$ cat config.mk
export PLATFORM = sky130hd
export DESIGN_NAME = mem_port_arbiter
export DESIGN_NICKNAME = d
export VERILOG_FILES = /design/src/rtl/mem_arb_pkg.sv /design/src/rtl/mem_arb_starve_ctr.sv /design/src/rtl/mem_port_arbiter.sv
export SDC_FILE = /design/constraint.sdc
export NUM_CORES = 1
export LEC_CHECK = 0
export ABC_CLOCK_PERIOD_IN_PS = 2100
export CORE_MARGIN = 10
export CORE_UTILIZATION = 32
export DETAILED_ROUTE_END_ITERATION = 10
export PLACE_DENSITY = 0.81
export SKIP_LAST_GASP = 1
export SLEW_MARGIN = 20
export SYNTH_ARGS = -nofsm -noshare
export SYNTH_HDL_FRONTEND = slang
export SYNTH_SLANG_ARGS = --single-unit
$ cat constraint.sdc
create_clock -name i_clk -period 2.1 [get_ports i_clk]
set_clock_uncertainty 0.2 [all_clocks]
set_input_delay 0.42 -clock i_clk [delete_from_list [all_inputs] [get_ports i_clk]]
set_output_delay 0.42 -clock i_clk [all_outputs]
set_load 0.03 [all_outputs]
$ cat src/rtl/mem_arb_pkg.sv
// Shared types and constants for the unified-memory port arbiter.
package mem_arb_pkg;

  typedef enum logic [1:0] {
    OWN_NONE = 2'd0,
    OWN_IF   = 2'd1,
    OWN_LS   = 2'd2
  } owner_e;

  localparam logic [2:0] F3_WORD = 3'b010;

endpackage

$ cat src/rtl/mem_arb_starve_ctr.sv
// Saturating count of consecutive denied fetch cycles; raises o_force_if at the limit.
module mem_arb_starve_ctr #(
  parameter int unsigned P_STARVE_LIMIT = 4
) (
  input  logic i_clk,
  input  logic i_rst_n,
  input  logic i_if_req,
  input  logic i_if_gnt,
  output logic o_force_if
);

  localparam int unsigned LP_W = $clog2(P_STARVE_LIMIT + 1);
  localparam logic [LP_W-1:0] LP_LIMIT = LP_W'(P_STARVE_LIMIT);

  logic [LP_W-1:0] r_cnt;
  logic [LP_W-1:0] w_cnt_d;

  always_comb begin
    w_cnt_d = r_cnt;
    if (!i_if_req || i_if_gnt) begin
      w_cnt_d = '0;
    end else if (r_cnt != LP_LIMIT) begin
      w_cnt_d = r_cnt + 1'b1;
    end
  end

  always_ff @(posedge i_clk or negedge i_rst_n) begin
    if (!i_rst_n) begin
      r_cnt <= '0;
    end else begin
      r_cnt <= w_cnt_d;
    end
  end

  assign o_force_if = i_if_req && (r_cnt == LP_LIMIT);

endmodule

$ cat src/rtl/mem_port_arbiter.sv
// Shares one single-port memory between fetch and load/store with a fetch starvation guard.
// Optional perf counters are enabled by defining MEM_ARB_PERF_EN.
module mem_port_arbiter
  import mem_arb_pkg::*;
#(
  parameter int unsigned P_DATA_WIDTH   = 32,
  parameter int unsigned P_ADDR_WIDTH   = 11,
  parameter int unsigned P_STARVE_LIMIT = 4
) (
  input  logic                    i_clk,
  input  logic                    i_rst_n,
  input  logic                    i_if_req,
  input  logic [P_ADDR_WIDTH-1:0] i_if_addr,
  output logic                    o_if_gnt,
  output logic                    o_if_rvalid,
  output logic [P_DATA_WIDTH-1:0] o_if_rdata,
  input  logic                    i_ls_req,
  input  logic                    i_ls_we,
  input  logic [P_ADDR_WIDTH-1:0] i_ls_addr,
  input  logic [P_DATA_WIDTH-1:0] i_ls_wdata,
  input  logic [2:0]              i_ls_f3,
  output logic                    o_ls_gnt,
  output logic                    o_ls_rvalid,
  output logic [P_DATA_WIDTH-1:0] o_ls_rdata,
  output logic                    o_mem_en,
  output logic                    o_mem_we,
  output logic [P_ADDR_WIDTH-1:0] o_mem_addr,
  output logic [P_DATA_WIDTH-1:0] o_mem_wdata,
  output logic [2:0]              o_mem_f3,
  input  logic [P_DATA_WIDTH-1:0] i_mem_rdata
`ifdef MEM_ARB_PERF_EN
  ,
  output logic [31:0]             o_perf_conflicts,
  output logic [31:0]             o_perf_if_starved
`endif
);

  logic                    w_force_if;
  logic                    w_if_gnt;
  logic                    w_ls_gnt;
  logic                    w_mem_en;
  owner_e                  r_owner;
  owner_e                  w_owner_d;
  logic [P_ADDR_WIDTH-1:0] r_mem_addr;
  logic [P_DATA_WIDTH-1:0] r_mem_wdata;
  logic [2:0]              r_mem_f3;
  logic [P_ADDR_WIDTH-1:0] w_addr;
  logic [P_DATA_WIDTH-1:0] w_wdata;
  logic [2:0]              w_f3;
  logic                    w_we;

  mem_arb_starve_ctr #(
    .P_STARVE_LIMIT (P_STARVE_LIMIT)
  ) u_starve_ctr (
    .i_clk      (i_clk),
    .i_rst_n    (i_rst_n),
    .i_if_req   (i_if_req),
    .i_if_gnt   (w_if_gnt),
    .o_force_if (w_force_if)
  );

  // Load/store is the older instruction, so it wins unless fetch has starved too long.
  always_comb begin
    w_if_gnt  = i_if_req && (!i_ls_req || w_force_if);
    w_ls_gnt  = i_ls_req && !w_if_gnt;
    w_mem_en  = w_if_gnt || w_ls_gnt;
    w_owner_d = OWN_NONE;
    if (w_if_gnt) begin
      w_owner_d = OWN_IF;
    end else if (w_ls_gnt) begin
      w_owner_d = OWN_LS;
    end
  end

  // Idle cycles replay the last address/data so the macro inputs don't toggle needlessly.
  always_comb begin
    w_addr  = r_mem_addr;
    w_wdata = r_mem_wdata;
    w_f3    = r_mem_f3;
    w_we    = 1'b0;
    if (w_if_gnt) begin
      w_addr = i_if_addr;
      w_f3   = F3_WORD;
    end else if (w_ls_gnt) begin
      w_addr  = i_ls_addr;
      w_wdata = i_ls_wdata;
      w_we    = i_ls_we;
      w_f3    = i_ls_f3;
    end
  end

  always_ff @(posedge i_clk or negedge i_rst_n) begin
    if (!i_rst_n) begin
      r_owner     <= OWN_NONE;
      r_mem_addr  <= '0;
      r_mem_wdata <= '0;
      r_mem_f3    <= '0;
    end else begin
      r_owner     <= w_owner_d;
      r_mem_addr  <= w_addr;
      r_mem_wdata <= w_wdata;
      r_mem_f3    <= w_f3;
    end
  end

  assign o_if_gnt    = w_if_gnt;
  assign o_ls_gnt    = w_ls_gnt;
  assign o_mem_en    = w_mem_en;
  assign o_mem_we    = w_we;
  assign o_mem_addr  = w_addr;
  assign o_mem_wdata = w_wdata;
  assign o_mem_f3    = w_f3;

  assign o_if_rvalid = (r_owner == OWN_IF);
  assign o_ls_rvalid = (r_owner == OWN_LS);
  assign o_if_rdata  = o_if_rvalid ? i_mem_rdata : '0;
  assign o_ls_rdata  = o_ls_rvalid ? i_mem_rdata : '0;

`ifdef MEM_ARB_PERF_EN
  logic [31:0] r_perf_conflicts;
  logic [31:0] r_perf_if_starved;

  always_ff @(posedge i_clk or negedge i_rst_n) begin
    if (!i_rst_n) begin
      r_perf_conflicts  <= '0;
      r_perf_if_starved <= '0;
    end else begin
      if (i_if_req && i_ls_req && (r_perf_conflicts != '1)) begin
        r_perf_conflicts <= r_perf_conflicts + 32'd1;
      end
      if (i_if_req && !w_if_gnt && (r_perf_if_starved != '1)) begin
        r_perf_if_starved <= r_perf_if_starved + 32'd1;
      end
    end
  end

  assign o_perf_conflicts  = r_perf_conflicts;
  assign o_perf_if_starved = r_perf_if_starved;
`endif

endmodule

# Word-level counts from Yosys, hierarchy flattened
# Cells that the tools add are included.
# W data, S select, Z words.
dict set report word_totals {
  reg_bits 51
  latch_bits 0
  ram_bits 0
  mem_bits_ro 0
  inputBits 94
  out_inout_bits 116
  wordCells 34
  mem_count 0
}
dict set report op_classes {
  n_addsub 1
  n_mul 0
  div_mod_pow 0
  n_lt_le_gt_ge 0
  n_eq_ne 4
  n_shift 0
  mux 14
  bitwise_logic 0
  n_reduce_logical 10
}
# operator n
set op_table {}
lappend op_table {{$mux W32} 4}
lappend op_table {{$mux W11} 2}
lappend op_table {{$mux W3} 4}
lappend op_table {{$mux W2} 2}
lappend op_table {{$add A3 B1 Y3 const B} 1}
lappend op_table {{$eq A3 B3 Y1 const B} 1}
lappend op_table {{$logic_and A1 B1 Y1} 3}
lappend op_table {{$logic_not A1 Y1} 3}
lappend op_table {{$logic_or A1 B1 Y1} 3}
lappend op_table {{$ne A3 B3 Y1 const B} 1}
lappend op_table {{$eq A2 B1 Y1 const B} 1}
lappend op_table {{$eq A2 B2 Y1 const B} 1}
lappend op_table {{$mux W1} 2}
lappend op_table {{$reduce_bool A2 Y1} 1}

# Longest topological paths before layout
dict set report logic_depth {
  depth_word 8
  depth_mapped 7
  mapped_depth_nobuf 6
}

# Cells and area by module
# A second synthesis with hierarchy kept.
dict set report hier_totals {
  hier_cells 241
  area_unflattened_um2 2713.9
}
# module n_inst cells_per_inst area_each_um2 seq_area_each_um2
set modules_own_cells {}
lappend modules_own_cells {mem_port_arbiter 1 223 2529.9 1201.2}
lappend modules_own_cells {mem_arb_starve_ctr 1 18 183.9 75.1}

# Worst setup path before layout
# OpenSTA, ideal clock, no wires.
dict set report synth_timing {
  path_kind {register -> output}
  start {register u_starve_ctr.r_cnt[0]}
  end {output o_mem_addr[1]}
  arrival_time_ns 1.510
  t_required_ns 1.480
  setup_slack_ns -0.030
  path_stages_with_launch 7
  path_buffers 1
  path_cell_list {dfrtp_1 -> inv_1 -> ha_1 -> nand2_1 -> a21boi_0 -> buf_4 -> a221o_1}
}
dict set report synth_via {
  elab_chain_cells 8
}
# item line
set synth_lines {}
lappend synth_lines {{from (decl)} mem_arb_starve_ctr.sv:15} ;# logic [LP_W-1:0] r_cnt;
lappend synth_lines {{from (signal assigned)} mem_arb_starve_ctr.sv:31} ;# r_cnt <= w_cnt_d;
lappend synth_lines {{$eq A3 B3 Y1 *} mem_arb_starve_ctr.sv:35} ;# assign o_force_if = i_if_req && (r_cnt == LP_LIMIT);
lappend synth_lines {{$logic_and A1 B1 Y1 *} mem_arb_starve_ctr.sv:35}
lappend synth_lines {{$logic_or A1 B1 Y1 *} mem_port_arbiter.sv:64} ;# w_if_gnt = i_if_req && (!i_ls_req || w_force_if);
lappend synth_lines {{$logic_and A1 B1 Y1 *} mem_port_arbiter.sv:64}
lappend synth_lines {{via o_if_gnt} mem_port_arbiter.sv:14} ;# output logic o_if_gnt,
lappend synth_lines {{$logic_not A1 Y1} mem_port_arbiter.sv:65} ;# w_ls_gnt = i_ls_req && !w_if_gnt;
lappend synth_lines {{$logic_and A1 B1 Y1} mem_port_arbiter.sv:65}
lappend synth_lines {{$mux W11} mem_port_arbiter.sv:84} ;# end else if (w_ls_gnt) begin
lappend synth_lines {{$mux W11 *} mem_port_arbiter.sv:81} ;# if (w_if_gnt) begin
lappend synth_lines {{to (decl)} mem_port_arbiter.sv:27} ;# output logic [P_ADDR_WIDTH-1:0] o_mem_addr,
# Mark *: on every way through the listed nets, which the timed path passes. The rest lies on a longest branch.

# Worst setup path after layout
dict set report layout_timing {
  start {register u_starve_ctr.r_cnt[0]}
  end {output o_mem_addr[8]}
}
dict set report layout_via {
  elab_chain_cells 8
}
# item line
set layout_lines {}
lappend layout_lines {{$eq A3 B3 Y1 *} mem_arb_starve_ctr.sv:35}
lappend layout_lines {{$logic_and A1 B1 Y1 *} mem_arb_starve_ctr.sv:35}
lappend layout_lines {{$logic_or A1 B1 Y1 *} mem_port_arbiter.sv:64}
lappend layout_lines {{$logic_and A1 B1 Y1 *} mem_port_arbiter.sv:64}
lappend layout_lines {{$logic_not A1 Y1} mem_port_arbiter.sv:65}
lappend layout_lines {{$logic_and A1 B1 Y1} mem_port_arbiter.sv:65}
lappend layout_lines {{$mux W11} mem_port_arbiter.sv:84}
lappend layout_lines {{$mux W11 *} mem_port_arbiter.sv:81}
# Every way passes the cells marked *; elsewhere a longest branch is shown, timed or not.

==> flow_metrics.env <==
export IMPL_status="complete, but fails checks"
export IMPL_violations="setup timing"
export IMPL_cts_sinks=51
export IMPL_setup_slack_ps=-399.5
export IMPL_hold_path_end="r_mem_wdata[23]"
export IMPL_yosysUniqueCellTypes=21
export IMPL_ys_seq_area_frac=0.5244
export IMPL_clk_path_buf_depth=2
export IMPL_grtUsageTotal=0.1661
export IMPL_path_clk_slew_ps=90
export IMPL_drt_initial_drc_count=44
export IMPL_fin_setup_tns_ps=-17070
export IMPL_critPathRequiredTime_ps=1480
export IMPL_finalWeightedCongestion=0.8514
export IMPL_finalCritPeriodShare=1.190
export IMPL_timing_fmax_mhz=400.1
export IMPL_drv_cap=0
export IMPL_cts_tree="built"
export IMPL_numCtsBuffers=5
export IMPL_routedWlPerCell_microns=18.63
export IMPL_syn_area_per_cell_sq_um=12.05
export IMPL_tightest_slew_ps=460.2
export IMPL_yosysWarnings=0
export IMPL_slew_headroom=0.6932
export IMPL_nNetsFinal=538
export IMPL_drc_errors=0
export IMPL_grt_max_degree=34
export IMPL_min_path_type="flip-flop to flip-flop"
export IMPL_initial_utilization=0.3320
export IMPL_die_area_sq_mm=0.01149
export IMPL_path_class="flip-flop to output pin"
export IMPL_first_global_vias=2705
export IMPL_fp_dieW_microns=107.2
export IMPL_area_growth_pct=108.5
export IMPL_place_hpwl_microns=8178
export IMPL_hold_viol=0
export IMPL_coreArea_sq_mm=0.007331
export IMPL_rsz0062_at_grt="yes"
export IMPL_dp_cells=518
export IMPL_via_count=2453
export IMPL_final_max_slew_viol_count=0
export IMPL_drive_gt1_frac=0.4740
export IMPL_worstPathArrival_ps=1880
export IMPL_clk_latency_ps=290
export IMPL_syn_inst=202
export IMPL_grt_overflow=0
export IMPL_cp_start_kind="flip-flop"
export IMPL_syn_cell_area_sq_mm=0.002434
export IMPL_ios=210
export IMPL_powerDensity_mw_per_mm2=586.9
export IMPL_fin_crit_ps=2500
export IMPL_antenna_found_initial=0
export IMPL_viasPerCell=4.526
export IMPL_r2r_setup_slack_ps=120
export IMPL_ir_drop_v=0.0004619
export IMPL_antenna_cells=0
export IMPL_final_common_cell="buf_4"
export IMPL_port_buffers=209
export IMPL_postRouteAntennaNets=0
export IMPL_rr_worst_depth=9
export IMPL_wl_microns=10100
export IMPL_utilization=0.6921
export IMPL_fp_row_count=31
export IMPL_ys_ff_latch=51
export IMPL_setup_violations=48
export IMPL_layout_common_cells="buf_4 (99), clkdlybuf4s50_1 (90), and2_1 (75)"
export IMPL_fin_cells=542
export IMPL_root_buffer="clkbuf_8"
export IMPL_grt_pass1_wl_microns=15170
export IMPL_h_tree_depth=2
export IMPL_worstReg2RegEnd="r_mem_addr[4]"
export IMPL_die_h_microns=107.2
export IMPL_min_path_cells=1
export IMPL_synth_net_count=298
export IMPL_timing_critical_path_fanout_max=10
export IMPL_crit_path_end_kind="output pin"
export IMPL_dr_pass1_iters=4
export IMPL_p_leak_uw=0.002383
export IMPL_reg2reg_from="u_starve_ctr.r_cnt[0]"
export IMPL_worstHoldStart="r_mem_wdata[23]"
critical path, stage by stage, from the launching register on:
cell and delay, ps:
dfrtp_1 410, inv_2 80, ha_4 150, nand3_4 100, nand2_8 140, clkinv_8 60, buf_12 130, a221o_2 360
buf_6 150
flip-flops by register name (all words and copies together), names as in the netlist:
name and cells:
r_owner 2, u_starve_ctr.r_cnt 3, r_mem_addr 11, r_mem_f3 3, r_mem_wdata 32
report_power, final:
part           switching (uW)  leakage [uW]  total, uW  internal [uW]
Combinational             550       0.00171       1100            551
Clock                     308     0.0000654        784            476
Sequential               23.6      0.000609       1090           1070
per-layer routing:
metal	GRT usage	wire length [microns]	vias to the layer above
met5	0	0	-
met4	0.02611	63	0
met3	0.07605	1242	6
met2	0.3037	5201	127
met1	0.1722	3590	1165
li1	-	-	1155
how the worst max path moves through the flow:
| stage | endpoint | from | cells after the start | slack, ps |
|---|---|---|---|---|
| floorplan | o_mem_addr[6] | u_starve_ctr.r_cnt[0] | 7 | 40 |
| global placement | o_mem_wdata[20] | i_if_req | 6 | -830 |
| detailed placement | o_mem_wdata[20] | i_if_req | 6 | -870 |
| CTS | o_mem_wdata[25] | u_starve_ctr.r_cnt[0] | 7 | -380 |
| global route | o_mem_addr[4] | u_starve_ctr.r_cnt[0] | 8 | -470 |
| finish | o_mem_addr[8] | u_starve_ctr.r_cnt[0] | 8 | -400 |
per-stage QoR:
stage               cell area (sq um)  setup slack [ps]  total power, uW  hold WS, ps
CTS                              4971            -383.7             2987        304.6
detailed placement               4735            -866.4             2178        196.8
global route                     5074            -471.5             3127        314.2
global placement                 4735            -831.9             2164        189.6
floorplan                        2445             38.97             1606       -75.59
finish                           5074            -399.5             2978        301.3
what timing repair did:
item,CTS,global route
pin swaps,15,4
gates cloned,0,1
hold buffers,1,0
gates resized for setup,232,28
buffers inserted,11,5
endpoints found under the hold margin,18,0
endpoints found under the setup margin,49,58
cells in the mapped netlist, drive strengths merged:
library cell,instances,area [sq um]
a221o,11,110.1
xor2,1,8.760
nand2,2,15.01
and3,4,25.02
nand3,1,10.01
mux2,32,360.4
buf,5,41.29
a21boi,1,7.510
a22o,2,17.52
nor2b,2,12.51
clkbuf,7,27.52
and2,75,469.2
inv,4,15.01
nor2,1,3.750
ha,2,25.02
dfrtp,51,1276
o22a,1,8.760
logic make-up (layout without fill, tap and decap cells):
| kind of cell | Yosys count | in the layout | synth area share |
|---|---|---|---|
| compound gates | 15 | 15 | 0.05913 |
| xor+xnor | 1 | 1 | 0.003600 |
| fa+ha+maj | 2 | 2 | 0.01028 |
| buf+inv | 16 | 257 | 0.03444 |
| flops | 51 | 51 | 0.5244 |
| mux | 32 | 32 | 0.1481 |
| simple gates | 85 | 85 | 0.2200 |
layout make-up:
type	count	area (sq um)
Clock buffer	6	72.57
Clock inverter	2	60.06
Fill cell	579	2257
Inverter	4	27.53
Multi-Input combinational cell	135	1141
Sequential cell	51	1276
Tap cell	99	123.9
Timing Repair Buffer	245	2372
Note: power is estimated with default switching activity, not from simulation.
==> edit, RTL diff (config.mk and constraints unchanged) <==
The option `MEM_ARB_PERF_EN` is turned on by a define.
--- a/src/rtl/mem_port_arbiter.sv
+++ b/src/rtl/mem_port_arbiter.sv
@@ -1,4 +1,6 @@
 // Shares one single-port memory between fetch and load/store with a fetch starvation guard.
 // Optional perf counters are enabled by defining MEM_ARB_PERF_EN.
+`define MEM_ARB_PERF_EN
+
 module mem_port_arbiter
   import mem_arb_pkg::*;
Function (old outputs only; new: o_perf_conflicts and o_perf_if_starved): kept (Yosys induction, for registers that start in step).
==> edit against the unedited design <==
The run still ends with negative setup slack left. Routed wire length up 150%. Total power grew to 2.7 times the old value. Critical path depth rose by 1. Sequential cell count increased by 64. Setup slack got worse by 0.23 ns. Area after synthesis grew 130%. Cell area grew 120%. Largest cell class unchanged. Largest power group is now the clock network.
==> edit: results (changes against the unedited design) <==
.. list-table::
   :header-rows: 1

   * - Metric
     - Value
   * - Clk_lat worst skew
     - 0.41 ns (was 0.29 ns)
   * - Post-synth top cells
     - 124 x nand2_1, 115 x dfrtp_1, 73 x and2_1 (was 75 x and2_1, 51 x dfrtp_1, 32 x mux2_2)
   * - WP data arrival
     - 2.11 ns (was 1.88 ns)
   * - Count of port buffers added during placement
     - 273 (was 209)
   * - Layout net count
     - 1072 (was 538)
   * - Number of instances in the synthesized netlist
     - 561 (was 202)
   * - Max stage delay on crit path
     - 0.37 ns (was 0.41 ns)
   * - Seq/Total Area, Yosys
     - 51.3% (was 52.4%)
   * - Number of levels in the clock H-tree
     - 4 (was 2)
   * - Met3 capacity usage during global routing
     - 7.28% (was 7.60%)
   * - Total nets after synthesis
     - 659 (was 298)
   * - Routed length per placed instance
     - 20.5 um (was 18.6 um)
   * - Violated checks
     - negative setup slack (unchanged)
   * - Wire length of the first global-routing pass
     - 35100 um (was 15200 um)
   * - Worst VDD drop
     - 0.663 mV (was 0.462 mV)
   * - Finish-stage setup viols
     - 110 (was 48)
   * - Number of design-rule violations left by the first detailed-router iteration
     - 288 (was 44)
   * - Count of unique library cells instantiated by Yosys
     - 47 (was 21)
   * - Root buffer cell
     - clkbuf_16 (was clkbuf_8)
   * - GR Layer Usage met2
     - 33.3% (was 30.4%)
   * - Global router's overall resource usage
     - 18.9% (was 16.6%)
   * - Max Fanout on Critical Path
     - 4 (was 10)
   * - Minimum setup slack in the final design
     - -0.632 ns (was -0.400 ns)
   * - Area share of the largest cell type after synthesis
     - 51.3% (was 52.4%)
   * - Final RePlAce weighted congestion
     - 0.844 (was 0.851)
   * - Critical path's slowest cell
     - dfrtp_1 (unchanged)
   * - Length of the first detailed-routing pass in iterations
     - 9 (was 4)
   * - Area after detailed placement
     - 9240 um2 (was 4730 um2)
   * - Non-Filler Instances
     - 1213 (was 542)
   * - Biggest area contributors in the synthesized netlist
     - dfrtp_1 51%, nand2_1 8.3%, and2_1 8.1% (was dfrtp_1 52%, and2_1 19%, mux2_2 15%)
   * - Vias in the first global route
     - 5952 (was 2705)
   * - Met1 Usage GRT
     - 20.6% (was 17.2%)
   * - Estimated wirelength of the detail-placed design
     - 16800 um (was 8180 um)
   * - Result of the run
     - finished, violations left (unchanged)
   * - Pin count of the biggest net entering global routing
     - 41 (was 34)
   * - Post-CTS clock slew at the launch and capture registers of the worst setup and hold paths
     - 0.05 ns (was 0.09 ns)
   * - Fill count
     - 1259 (was 579)
   * - Cts bufs inserted
     - 17 (was 5)
   * - Total standard cell area after synthesis
     - 5610 um2 (was 2430 um2)
   * - Ratio of cells with drive above 1 in the final layout
     - 46.1% (was 47.4%)
   * - Number of vias after detailed routing
     - 5856 (was 2453)
   * - Leakage
     - 5.45 nW (was 2.38 nW)
[edit: changes by cell type after synthesis, moves of 16 or more]
| cell | unedited run | this run |
|---|---|---|
| dfrtp_1 | 51 | 115 |
| inv_1 | 3 | 19 |
| mux2_2 | 32 | 2 |
| nand2_1 | 1 | 124 |
| nand3_1 | 0 | 27 |
| nand4_1 | 0 | 16 |
| xnor2_1 | 0 | 32 |
| xor2_1 | 1 | 30 |
[edit: through the flow]
stage	setup TNS [ns]	setup slack, ns	util, %
after floorplan	-0.359	-0.0519	-
after global placement	-43.32	-0.778	53.6
after detailed placement	-48.34	-0.823	53.6
after CTS	-30.90	-0.622	58.9
after global routing	-38.75	-0.724	64.0
final	-30.51	-0.632	64.0
[edit: cells by family (layout without fill, tap and decap cells)]
logic type	Yosys count	count (layout)	share of synthesized area (%)
XOR/XNOR	62	62	9.69
buffers and inverters	41	466	2.99
multiplexers	3	3	0.670
AO/OA/AOI/OAI	19	19	3.44
adder cells (fa/ha/maj)	4	4	0.893
flip-flops	115	115	51.3
AND/OR/NAND/NOR	317	318	31.0
other	0	1	0
[edit: power by group]
part           internal (mW)  total [mW]  switching (mW)
registers               2.43        2.58           0.149
clock network           2.10        3.10           0.999
logic                   1.05        2.26            1.20
[edit: worst reg2reg max path, cell delays in order (launching register included)]
cell and delay (ns):
dfrtp_2 0.41, and4_1 0.27, and4_1 0.31, and3_1 0.41
and4bb_1 0.24, xor2_1 0.14
[edit: layout make-up]
class,instances,share of cell area (%)
tap,225,2.55
antenna,1,0.0227
clock buffer,23,4.43
sequential,115,26.4
clock inverter,9,1.36
timing repair buffer,414,37.7
multi-input combinational,406,26.8
inverter,20,0.726
[edit: routing by layer]
layer  up-vias  share of wire, %  wire (um)
li1       2714                 -          -
met1      2877                38       9500
met2       235                53      13100
met3        30               7.3       1820
met4         0               1.7        422
met5         -                 0          0
[edit: final timing paths]
kind,start,end,slack [ns],depth (start not counted)
max,u_starve_ctr.r_cnt[0],o_mem_addr[6],-0.63,9
min,r_mem_wdata[23],r_mem_wdata[23],0.27,2
max reg2reg,o_perf_if_starved[19],o_perf_if_starved[16],0.02,5
min reg2reg,r_mem_wdata[23],r_mem_wdata[23],0.27,2
max in group asynchronous,i_rst_n,o_perf_if_starved[0],0.77,3
min in group asynchronous,i_rst_n,o_perf_conflicts[3],0.33,2
[edit: timing repair]
action | in CTS | in global routing
endpoints found under the setup margin | 204 | 139
pin swaps | 27 | 55
hold endpoints to repair | 31 | 0
hold buffers | 1 | 0
gates cloned | 5 | 8
resized for setup | 185 | 140
setup buffers | 8 | 33
